[src/rtl/if_fetch.sv]
// Instruction-fetch front end: drives instruction-memory requests and presents pc/inst to IF/ID.
// Optional FETCH_PERF_CNT_EN adds consumed-instruction and stalled-cycle counters.
//
// state | meaning
// BOOT  | one idle cycle after reset release
// REQ   | request fetch_pc, hold until granted
// WAIT  | request granted, awaiting response
// HOLD  | response parked in skid, output stalled
// DROP  | redirected while a response is outstanding; discard it
module if_fetch #(
    parameter int ADDR_W = 32,
    parameter int DATA_W = 32,
    parameter logic [ADDR_W-1:0] RESET_PC = '0
) (
    input  logic              clk,
    input  logic              rst,
    input  logic              stall_i,
    input  logic              branch_flag_i,
    input  logic [ADDR_W-1:0] branch_target_i,
    output logic              rom_ce_o,
    output logic [ADDR_W-1:0] rom_addr_o,
    input  logic              rom_gnt_i,
    input  logic              rom_rvalid_i,
    input  logic [DATA_W-1:0] rom_rdata_i,
    output logic [ADDR_W-1:0] pc_o,
    output logic [DATA_W-1:0] inst_o,
    output logic              inst_valid_o
`ifdef FETCH_PERF_CNT_EN
   ,output logic [31:0]       perf_fetch_cnt_o,
    output logic [31:0]       perf_stall_cnt_o
`endif
);

    typedef enum logic [2:0] {S_BOOT, S_REQ, S_WAIT, S_HOLD, S_DROP} state_t;

    state_t            state, state_d;
    logic [ADDR_W-1:0] fetch_pc, fetch_pc_d;
    logic [ADDR_W-1:0] req_pc, req_pc_d;
    logic [ADDR_W-1:0] skid_pc, skid_pc_d;
    logic [DATA_W-1:0] skid_inst, skid_inst_d;
    logic [ADDR_W-1:0] pc_d;
    logic [DATA_W-1:0] inst_d;
    logic              valid_d;
    logic              consume;

    assign consume = inst_valid_o & ~stall_i;

    always_comb begin
        state_d     = state;
        fetch_pc_d  = fetch_pc;
        req_pc_d    = req_pc;
        skid_pc_d   = skid_pc;
        skid_inst_d = skid_inst;
        pc_d        = pc_o;
        inst_d      = inst_o;
        valid_d     = inst_valid_o & ~consume;
        rom_ce_o    = 1'b0;
        rom_addr_o  = fetch_pc;

        case (state)
            S_BOOT: state_d = S_REQ;
            S_REQ: begin
                // A redirect withdraws the request combinationally so it can never be granted.
                rom_ce_o = ~branch_flag_i;
                if (rom_gnt_i && !branch_flag_i) begin
                    req_pc_d   = fetch_pc;
                    fetch_pc_d = fetch_pc + ADDR_W'(4);
                    state_d    = S_WAIT;
                end
            end
            S_WAIT: begin
                if (rom_rvalid_i) begin
                    if (!inst_valid_o || consume) begin
                        pc_d    = req_pc;
                        inst_d  = rom_rdata_i;
                        valid_d = 1'b1;
                        state_d = S_REQ;
                    end else begin
                        skid_pc_d   = req_pc;
                        skid_inst_d = rom_rdata_i;
                        state_d     = S_HOLD;
                    end
                end
            end
            S_HOLD: begin
                if (consume) begin
                    pc_d    = skid_pc;
                    inst_d  = skid_inst;
                    valid_d = 1'b1;
                    state_d = S_REQ;
                end
            end
            S_DROP: if (rom_rvalid_i) state_d = S_REQ;
            default: state_d = S_BOOT;
        endcase

        if (branch_flag_i) begin
            fetch_pc_d = {branch_target_i[ADDR_W-1:2], 2'b00};
            if (state != S_DROP) begin
                valid_d     = 1'b0;
                skid_pc_d   = '0;
                skid_inst_d = '0;
                state_d     = (state == S_WAIT && !rom_rvalid_i) ? S_DROP : S_REQ;
            end
        end
    end

    always_ff @(posedge clk or negedge rst) begin
        if (!rst) begin
            state        <= S_BOOT;
            fetch_pc     <= RESET_PC;
            req_pc       <= '0;
            skid_pc      <= '0;
            skid_inst    <= '0;
            pc_o         <= '0;
            inst_o       <= '0;
            inst_valid_o <= 1'b0;
        end else begin
            state        <= state_d;
            fetch_pc     <= fetch_pc_d;
            req_pc       <= req_pc_d;
            skid_pc      <= skid_pc_d;
            skid_inst    <= skid_inst_d;
            pc_o         <= pc_d;
            inst_o       <= inst_d;
            inst_valid_o <= valid_d;
        end
    end

`ifdef FETCH_PERF_CNT_EN
    // A word flushed by a redirect in the same cycle is not counted as fetched.
    always_ff @(posedge clk or negedge rst) begin
        if (!rst) begin
            perf_fetch_cnt_o <= '0;
            perf_stall_cnt_o <= '0;
        end else begin
            if (consume && !branch_flag_i) perf_fetch_cnt_o <= perf_fetch_cnt_o + 32'd1;
            if (inst_valid_o && stall_i)   perf_stall_cnt_o <= perf_stall_cnt_o + 32'd1;
        end
    end
`endif

endmodule

[config.mk]
export PLATFORM = sky130hd
export DESIGN_NAME = if_fetch
export DESIGN_NICKNAME = d
export VERILOG_FILES = /design/src/rtl/if_fetch.sv
export SDC_FILE = /design/constraint.sdc
export NUM_CORES = 1
export LEC_CHECK = 0
export CAP_MARGIN = 20
export CORE_MARGIN = 2
export CORE_UTILIZATION = 52
export CTS_CLUSTER_DIAMETER = 100
export CTS_CLUSTER_SIZE = 24
export DETAILED_ROUTE_END_ITERATION = 8
export GPL_ROUTABILITY_DRIVEN = 1
export PLACE_DENSITY = 0.87
export SLEW_MARGIN = 20
export SYNTH_ARGS = -nofsm -noshare
export SYNTH_HDL_FRONTEND = slang
export SYNTH_SLANG_ARGS = --single-unit
[constraint.sdc]
create_clock -name clk -period 2.7 [get_ports clk]
set_clock_uncertainty 0.15 [all_clocks]
set_input_delay 0.54 -clock clk [delete_from_list [all_inputs] [get_ports clk]]
set_output_delay 0.54 -clock clk [all_outputs]
set_load 0.02 [all_outputs]
# --- Yosys cells after proc, flatten, opt, wreduce, memory -nomap -nowiden ---
# Cells that the tools add are included.
totals:
  elab_cells: 72
  register_bits: 196
  in_bits: 70
classes:
  n_reduce_logical: 13
  n_mux: 37
  n_bitwise: 5
  eq_ne: 8
  n_addsub: 1
op_table:
  columns: ["cell", "n"]
  rows:
  - ["32-bit 2-to-1 mux", 19]
  - ["32-bit one-hot mux with 2 select lines", 2]
  - ["32-bit by 3-bit adder with 32-bit output, second input constant", 1]
  - ["3-bit 2-to-1 mux", 7]
  - ["3-bit one-hot mux with 5 select lines", 1]
  - ["3-bit by 2-bit == test with 1-bit output, second input constant", 2]
  - ["1-bit 2-to-1 mux", 6]
  - ["2-bit inequality test, second input constant", 3]
  - ["2-bit nonzero test", 3]
  - ["2-bit AND reduction", 2]
  - ["4-bit AND reduction", 1]
  - ["3-bit by 1-bit == test with 1-bit output, second input constant", 1]
  - ["3-bit == test, second input constant", 1]
  - ["1-bit logical NOT", 3]
  - ["3-bit logical NOT", 1]
  - ["3-bit inequality test, second input constant", 1]
  - ["1-bit NOT", 3]
  - ["1-bit AND", 2]
  - ["1-bit logical AND", 2]
  - ["2-bit 2-to-1 mux", 1]
  - ["1-bit one-hot mux with 2 select lines", 1]
  - ["1-bit logical OR", 1]

# --- Longest topological paths before layout ---
depth:
  depth_word: 9
  depth_mapped: 7

# --- Least setup slack after synthesis ---
# Ideal clock, no wire load.
synth_path:
  path_kind: "input port to output port"
  startpoint: "input port branch_flag_i"
  endpoint: "output port rom_ce_o"
  slack_ps: 371
  required_time_ps: 2010
  t_arrival_ps: 1639
  path_buffers: 2
  path_stages: 3
  cell_sequence: "clkbuf_1 clkbuf_1 nor4_1"
synth_via:
  elab_chain_cells: 2
synth_rtl:
  columns: ["item", "line_no", "source"]
  rows:
  - ["start, declared", "18", "input logic branch_flag_i,"]
  - ["1-bit NOT", "64", "rom_ce_o = ~branch_flag_i;"]
  - ["1-bit 2-to-1 mux", "60", "case (state)"]
  - ["end, declared", "20", "output logic rom_ce_o,"]
# Every way passes these cells.

# --- Final worst setup path ---
# Same ends and word-level chain as after synthesis.

==> results.tsv <==
metric	value	unit
Max Freq	404	MHz
CTS tree	yes	
Most used DFF post-synth	dfrtp_1	
count of cell types in the netlist	49	
LEAKAGE	4.54	nW
CTS Sinks	192	
Max Cap Violations	0	
Initial Util	0.534	
synth top area cells	dfrtp_1, nand2_1, mux2i_1	
Synth Register Bits	192	
CTS clk-pin slew, worst paths	0.07	ns
Setup TNS	0	ns
Rows	46	
sw frac	0.312	
Req. time, crit path	2.01	ns
Tot GR Track Use	0.240	
vias per cell	5.59	
total grt overflow	0	
Final Cycle Share	0.917	
Die H	132	microns
Final Non-Filler Cells	1225	
Final nets	1072	
most frequent cells after synthesis	nand2_1, dfrtp_1, o21ai_0	
Critical Path End Type	primary output	
GRT met2 Usage	0.378	
Seq. cell area	4800	sq um
Arr. time, crit path	1.79	ns
die width	132	microns
Final Hold Vio Count	3	
warning count from the yosys run	0	
Int Pwr	6.34	mW
Final Cell Area	11100	sq um
# DRC	0	
Syn Std Cell Area	8520	sq um
Gate Count Post-Synth	850	
Least-Margin Pin Slew	0.695	ns
r2r setup slk	0.38	ns
H-tree Lvls	4	
drt pass-1 iters	7	
pwr dens	832	nW/um^2
drt initial violations	396	
first-pass GRT wire length	33.8	mm
asr flop ratio synth	1.00	
global route hottest layer	met2	
Post-Place Setup Slack	-0.0692	ns
grt met3 use	0.0365	
full die area	17400	sq um
DR vias	6852	
antenna cells	0	
vias in the first global route	6573	
Multi-input gate area	3500	sq um
GRT met1 Usage	0.346	
Switch Pwr	2.88	mW
crit path launch type	input port	
hpwl dp	14.0	mm
Finish-stage setup viols	0	
RR Endpoint	rom_addr_o[13]$_DFFE_PN0N_	
layout cells sized above 1	0.0922	
post-CTS setup buffer count	0	
worst min-delay path class	input port to async pin	
area grow syn2layout	30.1	%
failing checks	hold timing	
insertion delay to the later sink of the worst-skew pair	0.42	ns
Tmin final	2.48	ns
sequential share of the synthesized area	0.564	
post-place instance area	10500	sq um
final worst slack	0.223	ns
clock network power share	0.272	
Critical R2R Launch	state[2]$_DFF_PN0_	
I/O Buffers	163	
FILL cells	1206	
Core Box Area	15900	sq um
largest net degree at the start of global routing	84	
max-slew violation count	0	
mean post-synth cell area	10.0	sq um
root buf cell	clkbuf_16	
drt wl/cell	16.6	microns
hold slack final	-0.00476	ns
CTS Buf Count	17	
initial antenna violation count	0	
combinational power share	0.298	
largest area contributor in the netlist	dfrtp_1	
Final ANT Viol Nets	0	
Peak VDD IR	0.000525	V
reg2reg path depth	4	
routability congestion estimate	0.815	
Synth top area share	0.564	
placed cell count	1198	
Power Total	9.22	mW
Slew HR	0.537	
CP Class	input port to primary output	
unrepaired setup endpoints after global routing	false	
maximum fanout along the worst path	2	
most numerous cell in the Yosys netlist	nand2_1	
Hold Buf Count CTS	0	
Finished Core Util	0.695	
worst-case clock buffer depth	2	
final wirelength	20.3	mm
I/O pins	168	
number of synthesized flops with an enable pin	0	
status	complete, but fails checks	
part of the power in registers	0.430	
[layout by cell type (no fill, tap or decap), types with 6 or more instances in the layout]
cell type          n
o31ai_1            9
buf_4             19
clkbuf_16         17
nand4_1           15
mux2_2            30
nor2_1            16
dfrtp_1          192
a31oi_1           16
or3_1              7
mux2i_1           64
a21oi_1           67
nand2_1          212
o21ai_1            9
or4_1             13
clkdlybuf4s50_1  161
o21ai_0           73
inv_1              6
buf_12             6
xor2_1             6
nand3_1            8
[power groups by stage]
stage	clock, mW	combinational (mW)	sequential (mW)
after floorplan	0	0.778	4.49
after global placement	0	2.69	3.97
after detailed placement	0	2.76	4.01
after CTS	2.54	2.77	3.96
after global routing	2.65	2.94	4.06
final	2.51	2.74	3.96
[final cells by class]
cell class / instances / share of cell area
sequential: 192 / 0.434
multi-input combinational: 595 / 0.316
timing repair buffer: 188 / 0.171
clock buffer: 21 / 0.0425
tap: 216 / 0.0244
clock inverter: 6 / 0.00994
inverter: 7 / 0.00237
[logic make-up after synthesis]
family                     after synthesis  share of synthesized area
AOI/OAI and AO/OA                      186                      0.119
adders and majority gates                1                    0.00147
xor gates and xnor gates                 9                    0.00926
and+or+nand+nor                        303                      0.160
buffers and inverters                   64                     0.0309
DFF                                    192                      0.564
muxes                                   94                      0.115
other                                    1                   0.000440
[worst max-delay path, stage by stage]
cell	delay (ns)
clkdlybuf4s50_1	0.50
nor4_1	0.34
dlygate4sd2_1	0.41
[sequential cells by signal, summed over array words and instances, names as in the netlist]
name / flops
inst_o: 32
inst_valid_o: 1
pc_o: 32
req_pc: 30
rom_addr_o: 30
skid_inst: 32
skid_pc: 32
state: 3
[per-layer routing]
metal,routed length (microns),vias to the layer above
met2,9750,242
li1,-,3261
met1,9180,3330
met3,1100,19
met4,275,0
met5,0,-
[worst max-delay path by stage]
stage                     slack [ns]          startpoint       end
after floorplan                 0.37       branch_flag_i  rom_ce_o
after global placement         -0.03       branch_flag_i  rom_ce_o
after detailed placement       -0.07       branch_flag_i  rom_ce_o
after CTS                       0.23       branch_flag_i  rom_ce_o
after global routing            0.13  state[0]$_DFF_PN0_  rom_ce_o
final                           0.22       branch_flag_i  rom_ce_o
[what timing repair did]
item,CTS,global route
endpoints found under the setup margin,1,0
resized for setup,1,0
hold endpoints to repair,0,0
Power figures use the tool's default switching activity.
